===== src/rtl/dffram_port_arbiter.sv =====
// Two-port arbiter in front of the single-port mgmt DFFRAM.
// CPU has priority; housekeeping is force-granted after MAX_WAIT denials.
module dffram_port_arbiter #(
  parameter int AW       = 8,
  parameter int DW       = 32,
  parameter int MAX_WAIT = 4
) (
  input  logic            core_clk,
  input  logic            core_rst,
  input  logic            cpu_req,
  input  logic [DW/8-1:0] cpu_we,
  input  logic [AW-1:0]   cpu_addr,
  input  logic [DW-1:0]   cpu_wdata,
  output logic            cpu_gnt,
  output logic            cpu_rvalid,
  output logic [DW-1:0]   cpu_rdata,
  input  logic            hk_req,
  input  logic [AW-1:0]   hk_addr,
  output logic            hk_gnt,
  output logic            hk_rvalid,
  output logic [DW-1:0]   hk_rdata,
  output logic            ram_en,
  output logic [DW/8-1:0] ram_we,
  output logic [AW-1:0]   ram_a,
  output logic [DW-1:0]   ram_di,
  input  logic [DW-1:0]   ram_do
);

  localparam int BW = DW / 8;
  localparam int CW = 4;

  typedef enum logic {
    CPU_PRI  = 1'b0,
    HK_FORCE = 1'b1
  } state_t;

  state_t        state;
  state_t        state_nxt;
  logic [CW-1:0] wait_cnt;
  logic [CW-1:0] wait_nxt;
  logic          cpu_win;
  logic          hk_win;

  // State register and housekeeping starvation counter
  always_ff @(posedge core_clk or posedge core_rst) begin
    if (core_rst) begin
      state    <= CPU_PRI;
      wait_cnt <= '0;
    end else begin
      state    <= state_nxt;
      wait_cnt <= wait_nxt;
    end
  end

  // Next state: count HK denials, force HK when the bound is hit
  always_comb begin
    state_nxt = state;
    wait_nxt  = wait_cnt;
    unique case (state)
      CPU_PRI: begin
        if (hk_req && cpu_req) begin
          wait_nxt = wait_cnt + CW'(1);
          if (wait_nxt == CW'(MAX_WAIT))
            state_nxt = HK_FORCE;
        end else begin
          wait_nxt = '0;
        end
      end
      HK_FORCE: begin
        wait_nxt  = '0;
        state_nxt = CPU_PRI;
      end
      default: begin
        wait_nxt  = '0;
        state_nxt = CPU_PRI;
      end
    endcase
  end

  // Output decode: pick the winner for this cycle
  always_comb begin
    cpu_win = 1'b0;
    hk_win  = 1'b0;
    unique case (state)
      CPU_PRI: begin
        cpu_win = cpu_req;
        hk_win  = hk_req & ~cpu_req;
      end
      HK_FORCE: hk_win = 1'b1;
      default: ;
    endcase
  end

  assign cpu_gnt = cpu_win & ~core_rst;
  assign hk_gnt  = hk_win & ~core_rst;

  assign ram_en = cpu_gnt | hk_gnt;
  assign ram_a  = hk_gnt ? hk_addr : cpu_addr;
  assign ram_we = cpu_gnt ? cpu_we : '0;
  assign ram_di = cpu_wdata;

  assign cpu_rdata = ram_do;
  assign hk_rdata  = ram_do;

  // Read-return strobes, one cycle after the grant
  always_ff @(posedge core_clk or posedge core_rst) begin
    if (core_rst) begin
      cpu_rvalid <= 1'b0;
      hk_rvalid  <= 1'b0;
    end else begin
      cpu_rvalid <= cpu_gnt & (cpu_we == BW'(0));
      hk_rvalid  <= hk_gnt;
    end
  end

endmodule


===== config.mk =====
export PLATFORM = sky130hd
export DESIGN_NAME = dffram_port_arbiter
export DESIGN_NICKNAME = d
export VERILOG_FILES = /design/src/rtl/dffram_port_arbiter.sv
export SDC_FILE = /design/constraint.sdc
export NUM_CORES = 1
export LEC_CHECK = 0
export ABC_AREA = 0
export ABC_CLOCK_PERIOD_IN_PS = 1020
export CAP_MARGIN = 0
export CORE_MARGIN = 2
export CORE_UTILIZATION = 19
export DETAILED_ROUTE_END_ITERATION = 6
export PLACE_DENSITY_LB_ADDON = 0.12
export SETUP_SLACK_MARGIN = 0.5
export SKIP_LAST_GASP = 1
export SYNTH_ARGS = -nofsm -noshare
export SYNTH_HDL_FRONTEND = slang
export SYNTH_SLANG_ARGS = --single-unit

===== constraint.sdc =====
create_clock -name core_clk -period 1.02 [get_ports core_clk]
set_input_delay 0.102 -clock core_clk [delete_from_list [all_inputs] [get_ports core_clk]]
set_output_delay 0.102 -clock core_clk [all_outputs]
set_load 0.02 [all_outputs]

==> results.json <==
{
  "async_flop_share": 1.00,
  "avgSynthCellArea_um2": 8.67,
  "vdd_ir_drop_max_mv": 0.272,
  "drc_errors": 0,
  "nNetsFinal": 182,
  "ys.warnings.count": 0,
  "hold_violations": 0,
  "h-tree-depth": 1,
  "synth_top_family_by_area": "buffers and inverters",
  "synth.distinct_cells": 20,
  "antenna_found_initial": 0,
  "grt_first_pass_wirelength_mm": 2.97,
  "violations": "negative setup slack",
  "tightest_slew_ns": 0.262,
  "fin_crit_ns": 1.52,
  "tritoncts": "built",
  "cts_root_buf": "clkbuf_8",
  "drive_gt1_frac": 0.598,
  "net-switching-power_uw": 260,
  "setup_ws_ns": -0.498,
  "clockBufferDepth": 2,
  "critical_path_required_ns": 0.92,
  "design_area_um2": 1180,
  "finClkSkew_ns": 0.00405,
  "synthXorXnorAreaFrac": 0.0150,
  "crit_start": "state",
  "intPower_uw": 783,
  "synth-compound-area-share": 0.00641,
  "power_frac_seq": 0.277,
  "synth_simple_gate_area_share": 0.0876,
  "cts_hold_buffers": 0,
  "synth_area_leaders": "buf_4 (62%), dfrtp_1 (15%), mux2_4 (10%)",
  "ys_top_cells_by_count": "buf_4 (96), mux2_4 (8), dfrtp_1 (7)",
  "wl_per_cell_um": 12.6,
  "clkSlewWorstSetupHoldPaths_ns": 0.04,
  "diodes": 0,
  "synth_edf_count": 0,
  "portBuffers": 40,
  "outcome": "finished with violations",
  "cp_slowest_cell": "dfrtp_1",
  "initial_core_util": 0.197,
  "drt_iter0_markers": 5,
  "viasPerCell": 3.37,
  "regArea_um2": 175,
  "synth_most_common_cell": "buf_4",
  "die_area_um2": 6810,
  "synth-seq-cells": 7,
  "grt_use_total": 0.0584,
  "syn2layout_area_growth_pct": 0.961,
  "firstDrtPassIters": 2,
  "leakage_uw": 0.000507,
  "synth_fa_ha_area_frac": 0.0107,
  "n_fill_cell": 655,
  "drtAntennaViolNets": 0,
  "die_w_um": 82.5,
  "ios": 201,
  "grt_start_max_net_pins": 14,
  "cap_violations": 0,
  "grt_pass1_vias": 607,
  "synth_nets": 224,
  "slowest_delay_ns": 0.39,
  "report.final.setup_viol": 21,
  "tns_ns": -8.10,
  "rr_endpoint": "wait_cnt[2]",
  "multiInputGateArea_um2": 327,
  "r2r_slack_ns": -0.35,
  "crit_arrival_ns": 1.42,
  "timing.final.crit_share": 1.49,
  "comb_power_share": 0.356,
  "die-height_um": 82.5,
  "ys.flop_type": "dfrtp_1",
  "hold_class": "primary input to async pin",
  "ys_seq_area_frac": 0.150,
  "critPathCapture": "ram_a[4]",
  "synthCells": 135,
  "synth_top_area_cell": "buf_4",
  "overflow": 0,
  "r2r-start": "state",
  "yosys.area.top_type_share": 0.615,
  "swShare": 0.249,
  "cp_cell_sequence": "o21a_4 > buf_12 > mux2_4 > buf_6",
  "vias": 563,
  "numCtsBuffers": 3,
  "maxSlewHeadroom": 0.824,
  "placed_area_um2": 1050,
  "drt-total-wl_mm": 2.10,
  "fmax_mhz": 659,
  "rsz0062_at_grt": "yes",
  "synthesis.area_um2": 1170,
  "power.density_nw_per_um2": 882,
  "rows": 28,
  "dp_hpwl_mm": 1.68,
  "end_kind": "output pin",
  "critPathKind": "flip-flop to output pin",
  "core-area_um2": 5960,
  "clock_latency_ns": 0.23,
  "rr_worst_depth": 7,
  "worstPathMaxFanout": 5,
  "finalWeightedCongestion": 0.607,
  "pwr-share-clk": 0.367,
  "final_max_slew_viol_count": 0,
  "synthMuxAreaShare": 0.103,
  "crit_path_start_kind": "flip-flop",
  "cts_num_sinks": 7
}
## per-layer routing
layer / up-vias / global-route usage / part of all wire / wire length (um)
li1: 244 / - / - / -
met1: 238 / 0.0445 / 0.27 / 578
met2: 54 / 0.0935 / 0.51 / 1070
met3: 27 / 0.0533 / 0.18 / 382
met4: 0 / 0.0410 / 0.033 / 70
met5: - / 0 / 0 / 0
## cell families after synthesis
kind of cell | after synthesis
fa+ha+maj | 1
xor+xnor | 2
mux | 8
flops | 7
buf+inv | 98
compound gates | 1
simple gates | 18
## per-stage QoR
stage | hold slack, ns | power, uW | setup WS, ns | util | instances
finish | 0.0786 | 1040 | -0.498 | 0.199 | 167
global route | 0.101 | 1120 | -0.543 | 0.199 | 167
CTS | 0.0778 | 1060 | -0.537 | 0.197 | 167
detailed placement | 0.204 | 630 | -0.990 | 0.176 | 161
global placement | 0.204 | 633 | -1.01 | 0.176 | 161
floorplan | -0.0988 | 981 | -0.107 | - | 135
## power by group through the flow
stage / clock (uW) / sequential, uW / combinational [uW]
2_1_floorplan: 0 / 294 / 687
3_3_place_gp: 0 / 292 / 342
3_5_place_dp: 0 / 292 / 338
4_1_cts: 402 / 289 / 373
5_1_grt: 440 / 289 / 396
6_report: 383 / 289 / 371
## how the worst min path moves through the flow
stage          slack (ns)          end           from  depth (start not counted)
6_report             0.08        state       core_rst                          3
5_1_grt              0.10  wait_cnt[1]       core_rst                          3
4_1_cts              0.08        state       core_rst                          3
3_5_place_dp         0.20   ram_di[29]  cpu_wdata[29]                          0
3_3_place_gp         0.20   ram_di[29]  cpu_wdata[29]                          0
2_1_floorplan        -0.1   cpu_rvalid       core_rst                          1
## cell usage in the layout, fill, tap and decap left out, types with 3 or more instances in the layout
master           instances
and3_4                   5
buf_4                    6
buf_6                   19
clkbuf_8                 3
clkdlybuf4s50_1         20
dfrtp_1                  7
dlygate4sd2_1            3
mux2_4                   8
nor2_2                   3
## layout make-up
class                      instances  area share
timing repair buffer              50       0.451
multi-input combinational         30       0.276
sequential                         7       0.148
tap                               75      0.0794
clock buffer                       3      0.0349
inverter                           1     0.00635
clock inverter                     1     0.00423
## flip-flops by register name, summed over array words and instances, names as in the netlist
register and count:
state 1, wait_cnt 4, cpu_rvalid 1, hk_rvalid 1
## worst max-delay path: cells and delay by family, from the launching register on
| family | cells | cell delay (ns) |
|---|---|---|
| flip-flops | 1 | 0.39 |
| multiplexers | 1 | 0.30 |
| buffers and inverters | 2 | 0.27 |
| AO/OA/AOI/OAI | 1 | 0.23 |
## what timing repair did
action | in CTS | in global routing
buffers inserted | 1 | 0
setup endpoints to repair | 24 | 24
gates cloned | 1 | 0
pin swaps | 3 | 2
resized for setup | 112 | 3
(Power assumes the default switching activity.)
